**config.mk**
```make
export PLATFORM = sky130hd
export DESIGN_NAME = uart_tx_mmio
export DESIGN_NICKNAME = d
export VERILOG_FILES = /design/src/rtl/uart_tx_mmio.sv
export SDC_FILE = /design/constraint.sdc
export NUM_CORES = 1
export LEC_CHECK = 0
export BUFFER_PORTS_ARGS = -buffer_cell sky130_fd_sc_hd__buf_2
export CAP_MARGIN = 20
export CORE_ASPECT_RATIO = 0.9
export CORE_MARGIN = 2
export CORE_UTILIZATION = 60
export CTS_BUF_LIST = sky130_fd_sc_hd__clkbuf_4
export CTS_CLUSTER_SIZE = 40
export DETAILED_ROUTE_END_ITERATION = 10
export PLACE_DENSITY = 0.9
export SYNTH_ARGS = -nofsm -noshare
export SYNTH_HDL_FRONTEND = slang
export SYNTH_SLANG_ARGS = --single-unit
```
**constraint.sdc**
```tcl
create_clock -name clk -period 5.1 [get_ports clk]
set_input_delay 1.02 -clock clk [delete_from_list [all_inputs] [get_ports clk]]
set_output_delay 1.02 -clock clk [all_outputs]
set_load 0.03 [all_outputs]
```
**src/rtl/uart_tx_mmio.sv**
```systemverilog
// Memory-mapped UART transmitter: bytes stored to TXDATA queue in a FIFO and go out 8N1 on uart_tx.
// Define UART_TX_PARITY_EN to add an even parity bit (8E1) and report it in STATUS bit4.
module uart_tx_mmio #(
    parameter int unsigned CLK_FREQ   = 25000000,
    parameter int unsigned BIT_RATE   = 115200,
    parameter logic [31:0] BASE_ADDR  = 32'h80000000,
    parameter int unsigned FIFO_DEPTH = 8
) (
    input  logic        clk,
    input  logic        reset,
    input  logic        memory_read,
    input  logic        memory_write,
    input  logic [31:0] address,
    input  logic [31:0] write_data,
    output logic [31:0] read_data,
    output logic        uart_tx
);
    localparam int unsigned CLKS_PER_BIT = CLK_FREQ / BIT_RATE;
    localparam int PTR_W  = $clog2(FIFO_DEPTH);
    localparam int CNT_W  = PTR_W + 1;
    localparam int BAUD_W = $clog2(CLKS_PER_BIT);
    localparam logic [BAUD_W-1:0] BAUD_LAST = BAUD_W'(CLKS_PER_BIT - 1);
    localparam logic [CNT_W-1:0]  CNT_FULL  = CNT_W'(FIFO_DEPTH);

`ifdef UART_TX_PARITY_EN
    typedef enum logic [2:0] {IDLE, START, DATA, PARITY, STOP} state_t;
    localparam logic PARITY_FLAG = 1'b1;
`else
    typedef enum logic [2:0] {IDLE, START, DATA, STOP} state_t;
    localparam logic PARITY_FLAG = 1'b0;
`endif

    logic [7:0]        fifo_mem [FIFO_DEPTH];
    logic [PTR_W-1:0]  wr_ptr, rd_ptr;
    logic [CNT_W-1:0]  count;
    logic              overflow;
    logic              sel, push_req, push, pop, full, empty, ovf_clear, busy;
    logic [31:0]       status;

    state_t            state_q, state_d;
    logic [BAUD_W-1:0] baud_q, baud_d;
    logic [2:0]        bit_idx_q, bit_idx_d;
    logic [7:0]        shift_q, shift_d;
    logic              bit_done;
    logic              tx;
`ifdef UART_TX_PARITY_EN
    logic              parity_q;
`endif
    logic              unused_bits;

    assign sel       = (address[31:3] == BASE_ADDR[31:3]);
    assign full      = (count == CNT_FULL);
    assign empty     = (count == '0);
    assign push_req  = sel && memory_write && !address[2];
    assign push      = push_req && !full;
    assign ovf_clear = sel && memory_write && address[2] && write_data[3];
    assign busy      = (state_q != IDLE);
    assign bit_done  = (baud_q == BAUD_LAST);
    assign status    = {17'b0, 7'(count), 3'b0, PARITY_FLAG, overflow, busy, empty, full};
    assign read_data = (sel && memory_read && address[2]) ? status : 32'h0;
    assign uart_tx   = tx;
    assign unused_bits = &{1'b0, address[1:0], write_data[31:8]};

    // A push against a full FIFO is dropped even if the transmitter pops on the same edge.
    always_ff @(posedge clk) begin
        if (!reset) begin
            wr_ptr   <= '0;
            rd_ptr   <= '0;
            count    <= '0;
            overflow <= 1'b0;
        end else begin
            if (push) begin
                fifo_mem[wr_ptr] <= write_data[7:0];
                wr_ptr           <= wr_ptr + PTR_W'(1);
            end
            if (pop) begin
                rd_ptr <= rd_ptr + PTR_W'(1);
            end
            case ({push, pop})
                2'b10:   count <= count + CNT_W'(1);
                2'b01:   count <= count - CNT_W'(1);
                default: count <= count;
            endcase
            if (push_req && full) begin
                overflow <= 1'b1;
            end else if (ovf_clear) begin
                overflow <= 1'b0;
            end
        end
    end

    always_ff @(posedge clk) begin
        if (!reset) begin
            state_q   <= IDLE;
            baud_q    <= '0;
            bit_idx_q <= '0;
            shift_q   <= '0;
        end else begin
            state_q   <= state_d;
            baud_q    <= baud_d;
            bit_idx_q <= bit_idx_d;
            shift_q   <= shift_d;
        end
    end

`ifdef UART_TX_PARITY_EN
    always_ff @(posedge clk) begin
        if (!reset) begin
            parity_q <= 1'b0;
        end else if (pop) begin
            parity_q <= ^fifo_mem[rd_ptr];
        end
    end
`endif

    // Baud counter restarts at every bit boundary; IDLE pops on the same edge it leaves.
    always_comb begin
        state_d   = state_q;
        baud_d    = bit_done ? '0 : baud_q + BAUD_W'(1);
        bit_idx_d = bit_idx_q;
        shift_d   = shift_q;
        pop       = 1'b0;
        tx        = 1'b1;
        case (state_q)
            IDLE: begin
                baud_d = '0;
                if (!empty) begin
                    pop     = 1'b1;
                    shift_d = fifo_mem[rd_ptr];
                    state_d = START;
                end
            end
            START: begin
                tx = 1'b0;
                if (bit_done) begin
                    state_d   = DATA;
                    bit_idx_d = '0;
                end
            end
            DATA: begin
                tx = shift_q[0];
                if (bit_done) begin
                    shift_d   = {1'b0, shift_q[7:1]};
                    bit_idx_d = bit_idx_q + 3'd1;
                    if (bit_idx_q == 3'd7) begin
`ifdef UART_TX_PARITY_EN
                        state_d = PARITY;
`else
                        state_d = STOP;
`endif
                    end
                end
            end
`ifdef UART_TX_PARITY_EN
            PARITY: begin
                tx = parity_q;
                if (bit_done) begin
                    state_d = STOP;
                end
            end
`endif
            STOP: begin
                tx = 1'b1;
                if (bit_done) begin
                    state_d = IDLE;
                end
            end
            default: begin
                state_d = IDLE;
            end
        endcase
    end
endmodule

```
# == After elaboration in Yosys (flattened, before gate mapping) ==
# Memories as Yosys holds them, arrays and structs flattened. A register that Yosys moved wholly into a read port is not among the register bits.
# Index checks and enable logic that the tools add are counted.
# classes
eq_ne,14
bitwise,1
muxes,23
n_addsub,6
n_reduce_logical,21
# op_table
op,n
"equality test 29 bit, second input constant",1
two-way mux 3 bit,8
two-way mux 8 bit,2
one-hot mux 8 bit (2 select lines),1
two-way mux 12 bit,1
one-hot mux 3 bit (4 select lines),1
"inequality test 2 bit, second input constant",5
"adder 3 x 1 -> 3 bit, second input constant",3
"adder 8 x 1 -> 8 bit, second input constant",1
"equality test 8 bit, second input constant",1
logical AND 1 bit,8
one-hot mux 4 bit (2 select lines),1
nonzero test 2 bit,4
two-way mux 1 bit,7
"equality test 3 x 2 -> 1 bit, second input constant",2
one-hot mux 3 bit (2 select lines),1
AND reduction 3 bit,2
AND reduction 5 bit,1
"adder 4 x 1 -> 4 bit, second input constant",1
"equality test 4 bit, second input constant",1
logical NOT 4 bit,1
"subtractor 4 x 1 -> 4 bit, second input constant",1
"equality test 3 x 1 -> 1 bit, second input constant",1
"equality test 3 bit, second input constant",1
other kinds (8),9
# word_totals
n_memories,1
word_cells,74
ramBits,64
regBits,33
# memory_table
memory,depth,width,rd,rd_clocked_by_memory_dff,write_ports,line_no,text
fifo_mem,8,8,1,1,1,33,logic [7:0] fifo_mem [FIFO_DEPTH];

# == Longest topological paths before layout ==
# Gate-level depths: netlist (run 1).
# depth
depth_word,7
mapped_depth,12
depth_no_buf,11

# == Worst setup path after synthesis (run 1) ==
# No wires, ideal clock.
# synth_path
path_kind,input to output
start,input port address[21]
end,output port read_data[2]
path_stages,4
slack_ns,1.703
arrival_time_ns,2.377
path_cell_list,nor4_1 > and4_1 > and4_1 > nor2b_1
# synth_between
elab_chain_cells,4
# synth_lines
item,line_no,text
from (decl),13,"input logic [31:0] address,"
equality test 29 bit,51,assign sel = (address[31:3] == BASE_ADDR[31:3]);
logical AND 1 bit (2 in a row),60,assign read_data = (sel && memory_read && address[2]) ? status : 32'h0;
two-way mux 12 bit,60,
to (decl),15,"output logic [31:0] read_data,"
# No other way between the ends.

# == Worst setup path in the final report (run 1) ==
# layout_path
start,input port address[9]
end,output port read_data[2]
# The elaborated chain is that of the path after synthesis.

==> results by group, run 1 <==
Outcome
  • Status: finished clean

Cells and area
  • Share of cells above drive strength 1: 0.2211
  • # diodes: 0
  • Layout area overhead: 8.763%
  • Fin nets: around 480
  • Final instance area: 0.004985 mm²
  • Fill cell count: roughly 520

Worst setup path
  • Critical-path maximum fanout: 8
  • Worst Path Arrival: 2.53 ns
  • WS Path Type: input pin to output pin
  • Setup crit start kind: input pin
  • CP Capture Type: output pin
  • Req. time, crit path: just over 4 ns

Synthesis
  • Post-synthesis compound-gate area fraction: 0.05897
  • Yosys reg bits: 99
  • Multiplexer area fraction after synthesis: 0.1097
  • Syn avg cell area: 13.21 µm²
  • Largest family of logic cells by synthesized area: simple AND/OR/NAND/NOR gates
  • Synth Area in XOR/XNOR: 0.02102
  • Yosys warning count: 0
  • Cells after Synth: 347
  • Post-Synth Simple-Gate Area: 0.1349
  • Post-synthesis adder-cell area fraction: 0.03549
  • Most frequent cells after synthesis: edfxtp_1 (64), dfxtp_1 (35), buf_4 (27)
  • Synth async-reset ratio: 0
  • Cell accounting for the most synthesized area: edfxtp_1
  • Synth top area share: 0.4193
  • Mapped cell area: 0.004583 mm²
  • Count leader, synth: edfxtp_1
  • Sequential share of the synthesized area: 0.5722
  • Most used DFF post-synth: edfxtp_1
  • Largest cells by area after synthesis: edfxtp_1 (42%), dfxtp_1 (15%), mux4_2 (4.9%), buf_4 (4.4%), ha_1 (3.5%)
  • Number of distinct library cells after synthesis: 53
  • Post-synth EDFFs: 64

Place
  • Port bufs: 50
  • DP HPWL: slightly below 6000 µm
  • Placed instance area: ~0.0048 mm²
  • Final Wtd Congestion: approximately 0.77

Clocking
  • Clk root buf: clkbuf_4
  • TritonCTS Buffers: 9
  • Htree depth: 3
  • CTS tree: yes
  • Clk slew on worst S/H paths: ~0.16 ns
  • Longest Clk Path Bufs: 2
  • Worst skew pair latency: 0.46 ns
  • Post-CTS resize count: 0
  • Post-CTS Setup Inserts: 0
  • CTS sink cnt: 99
  • Post-CTS Hold Buffers: 0

Pwr
  • P_leak: 0.001829 µW
  • NetSw: 339.3 µW
  • Internal power: 987.7 µW
  • Comb power frac: 0.041
  • Power Dens Cells: 266.2 mW/mm²
  • Worst vdd ir: 0.0002033 V
  • Sequential share of power: 0.642
  • Clock network power share: 0.318
  • Switch share: 0.2557

Detailed routing
  • Routed vias/inst: around 5.6
  • DRT Pass-1 Iters: 4
  • WL/cell: 16.40 µm
  • Via count: 2841
  • Antenna-violating nets left: 0
  • DRT iter0 DRCs: 116
  • Drt drc: 0
  • WL final: 8247 µm

Global routing
  • Global route hottest layer: met2
  • Met3 GRT Util: 0.02944
  • Total track usage: 0.2127
  • Vias in the first global route: roughly 2800
  • Grt ovf: 0
  • Grt met1 use: 0.2830
  • Antenna violations before repair: 0
  • Grt met2 use: 0.3523
  • First-pass GRT wire length: 13300 µm
  • Largest net degree at the start of global routing: 22

Floorplanning
  • Core area: 0.007470 mm²
  • Core Rows: 30
  • Initial cell density of the core: 0.6136
  • Total die area: about 0.0084 mm²
  • Total I/O pin count: 101
  • Die Ht: between 80 and 90 µm
  • Die span in x: 96.13 µm

STA
  • Setup TNS: 0 ns
  • Fin crit share: 0.6956
  • Worst hold slack: 0.4785 ns
  • Pins Over Slew Limit: 0
  • Worst Skew: 0.01682 ns
  • RSZ-0062 raised after global routing: no
  • Worst Tran Pin Value: 0.9510 ns
  • Final hold violations: 0
  • Slew HR: 0.3651
  • Fmax: 281.9 MHz
  • Final Setup Violations: 0
  • Min Tclk post-route: about 3.5 ns

Min path
  • Hold WC Path Type: flop to flop

Run
  • Max cap viols: 0
==> registers in the layout, summed over array words and instances, names as in the netlist, named ones only <==
signal,count
baud_q,8
bit_idx_q,3
count,4
fifo_mem,64
overflow,1
rd_ptr,3
shift_q,8
state_q,2
wr_ptr,3
==> per-layer routing <==
layer / vias to the layer above / share of wire / routed length, µm
met4: 0 / 0.020 / 169
met3: 12 / 0.044 / 363
met2: 93 / 0.50 / 4136
met1: 1352 / 0.43 / 3578
li1: 1384 / - / -
met5: - / 0 / 0
==> cell families (layout without fill, tap and decap cells) <==
family          after synthesis  in the layout
mux                          28             28
fa+ha+maj                    13             13
other cells                   1             24
buf+inv                      47             84
compound gates               41             41
xor+xnor                     11             11
flops                        99             99
simple gates                107            107
==> metrics by stage <==
stage | total power (µW) | worst slack [ns] | cells | utilization
floorplan | 913.5 | 1.703 | 370 | -
global placement | 920.6 | 1.649 | 487 | 0.6467
detailed placement | 922.8 | 1.547 | 487 | 0.6467
CTS | 1335 | 1.546 | 503 | 0.6673
global route | 1364 | 1.401 | 503 | 0.6673
finish | 1327 | 1.552 | 503 | 0.6673
==> path summary, 6_finish.rpt <==
kind,from,endpoint,slack [ns],depth (start not counted)
worst min-delay path,shift_q[7],shift_q[7],0.48,1
worst min register to register,shift_q[7],shift_q[7],0.48,1
worst max-delay path,address[9],read_data[2],1.55,6
worst max register to register,count[1],count[2],2.38,10
==> power by group through the flow <==
stage	clock [µW]	sequential, µW	combinational, µW
6_report	421	851	54.3
3_3_place_gp	0	869	51.8
4_1_cts	429	851	54.0
2_1_floorplan	0	869	44.3
5_1_grt	452	851	60.4
3_5_place_dp	0	869	54.0
==> worst max-delay path, cell delays in order <==
cell     delay (ns)
buf_2          0.10
nor4_1         0.37
and4_1         0.33
and4_1         0.33
nor2b_1        0.17
buf_2          0.21
==> cells in the final DEF (no fill, tap or decap), types with 4 or more instances in the layout <==
master and n:
a21oi_1 10, a22o_1 7, and2_1 7, and3_1 4, buf_2 50, buf_4 8
clkbuf_4 9, conb_1 24, dfxtp_1 35, edfxtp_1 64, ha_1 13, inv_1 10
mux2i_1 12, mux4_1 6, mux4_2 10, nand2_1 18, nand3_1 11, nor2_1 23
nor3_1 7, nor4_1 12, o21ai_0 5, o21ai_1 6, xor2_1 10
==> area by class of cell <==
type | instances | area [µm²] | share of cell area
flip-flops and latches | 99 | 2623 | 0.5261
repair buffers | 58 | 310.3 | 0.06225
well taps | 96 | 120.1 | 0.02410
clock inverters | 7 | 86.33 | 0.01732
inverters | 10 | 37.54 | 0.007530
multi-input cells | 224 | 1740 | 0.3491
clock buffers | 9 | 67.56 | 0.01355
Note: power is estimated with default switching activity, not from simulation.
==> run 2, diff against run 1 <==
CORE_UTILIZATION = 51   (was 60)
PLACE_DENSITY = 0.82   (was 0.9)
clock period = 3 ns   (was 5.1 ns; I/O delays follow)
==> results by group, run 2 (same netlist as run 1, synthesis figures left out) <==
Detailed routing
  • Drt drc: 0
  • Antenna-violating nets left: 0
  • DRT iter0 DRCs: 138
  • DRT Pass-1 Iters: 4
  • Via count: 2880
  • WL final: 8076 µm
  • Uppermost routed layer: met4
  • Routed vias/inst: 5.444
  • Met2 wire len: between 4000 and 5000 µm
  • WL/cell: 15.27 µm
  • WL met3: 477 µm
  • Post-Route M1 WL: 3412 µm

Outcome
  • Status: finished clean

Clocking
  • Htree depth: 3
  • Post-CTS Hold Buffers: 0
  • Clk root buf: clkbuf_4
  • CTS tree: yes
  • Longest Clk Path Bufs: 2
  • TritonCTS Buffers: 9
  • Clk slew on worst S/H paths: ~0.15 ns
  • CTS sink cnt: 99
  • Post-CTS resize count: 0
  • Post-CTS Setup Inserts: 0
  • Worst skew pair latency: 0.44 ns

Worst setup path
  • Max incr delay on CP: 0.37 ns
  • Setup crit start kind: input pin
  • Worst Path Arrival: 2.12 ns
  • Crit. Startpoint: address[20]
  • Critical-path maximum fanout: 8
  • WS Path Type: input pin to output pin
  • Worst path cell trace: buf_2 -> nor4_1 -> and4_1 -> and4_1 -> nor2b_1 -> buf_2
  • Crit-path slowest cell: nor4_1
  • Req. time, crit path: 2.40 ns
  • RR Startpoint: count[1]
  • CP Capture Type: output pin

Place
  • DP HPWL: 5789 µm
  • Port bufs: 50
  • Final Wtd Congestion: 0.8154

Min path
  • Hold WC Path Type: input pin to flop
  • Hold_sp: write_data[1]

Global routing
  • First-pass GRT wire length: 12810 µm
  • Antenna violations before repair: 0
  • Vias in the first global route: roughly 2700
  • Total track usage: 0.1696
  • Largest net degree at the start of global routing: 21
  • Grt ovf: 0

STA
  • Fin crit share: 0.9060
  • Worst Tran Pin Value: 0.7316 ns
  • Slew HR: 0.5116
  • Setup TNS: 0 ns
  • Final Setup Violations: 0
  • Pins Over Slew Limit: 0
  • RSZ-0062 raised after global routing: no
  • Min Tclk post-route: 2.718 ns
  • Final hold violations: 0
  • Worst hold slack: around 0.43 ns
  • Fmax: 367.9 MHz
  • Worst Skew: 0.01940 ns

Floorplanning
  • Die Ht: 93.94 µm
  • Core area: 0.008648 mm²
  • Initial cell density of the core: 0.5299
  • Die span in x: between 100 and 150 µm
  • Total die area: 0.009762 mm²
  • Total I/O pin count: 101
  • Core Rows: 32

Cells and area
  • Number of flip-flops in the largest register: 64
  • Fin nets: 486
  • Leading cell type in the layout, fill and taps excluded: edfxtp_1
  • # diodes: 0
  • Share of cells above drive strength 1: 0.2244
  • Fill cell count: 684
  • Biggest regs: fifo_mem (64), baud_q (8), shift_q (8)
  • Layout area overhead: 9.255%
  • Commonest non-fill, non-tap cells in the layout: edfxtp_1 (64), buf_2 (50), dfxtp_1 (35)
  • Largest Register: fifo_mem

Pwr
  • Total power: 2173 µW
  • Worst vdd ir: 0.0003866 V
  • P_leak: between 0.0015 and 0.002 µW
  • Power Dens Cells: roughly 430 mW/mm²

Run
  • Max cap viols: 0
[run 2: routing by layer]
layer,global-route usage,vias up
li1,-,1385
met2,0.3021,97
met4,0.07545,0
met3,0.02497,13
met1,0.2072,1385
met5,0,-
[run 2: path summary, 6_finish.rpt]
path               endpoint  slack (ns)  depth (start not counted)
min          fifo_mem[1][1]        0.43                          1
max            read_data[2]        0.28                          6
min reg2reg      shift_q[7]        0.48                          1
max reg2reg        count[2]        0.30                         10
[run 2: cell type report]
type | instances | area, µm² | share of cell area
Inverter | 10 | 37.54 | 0.007496
Sequential cell | 99 | 2623 | 0.5237
Timing Repair Buffer | 61 | 332.8 | 0.06647
Tap cell | 119 | 148.9 | 0.02974
Clock inverter | 7 | 57.56 | 0.01149
Clock buffer | 9 | 67.56 | 0.01349
Multi-Input combinational cell | 224 | 1740 | 0.3476
[run 2: through the flow]
stage / std cells / instance area [µm²] / utilization / worst slack (ns)
2_1_floorplan: 370 / 4669 / - / 0.3282
3_3_place_gp: 513 / 4882 / 0.5645 / 0.1544
3_5_place_dp: 513 / 4882 / 0.5645 / 0.06909
4_1_cts: 529 / 5007 / 0.5790 / 0.2624
5_1_grt: 529 / 5007 / 0.5790 / 0.1375
6_report: 529 / 5007 / 0.5790 / 0.2821
[run 2: power breakdown]
part           switching [µW]  internal, µW  total (µW)  leakage (µW)
sequential          0.0000284          1450        1450      0.000857
combinational            68.8          22.9        91.7      0.000906
clock                     451           183         634     0.0000665
total                     520          1650        2170       0.00183
[run 2: critical path: cells and delay by family]
kind | cells | cell delay (ns)
and+or+nand+nor | 4 | 1.22
buffers and inverters | 2 | 0.30
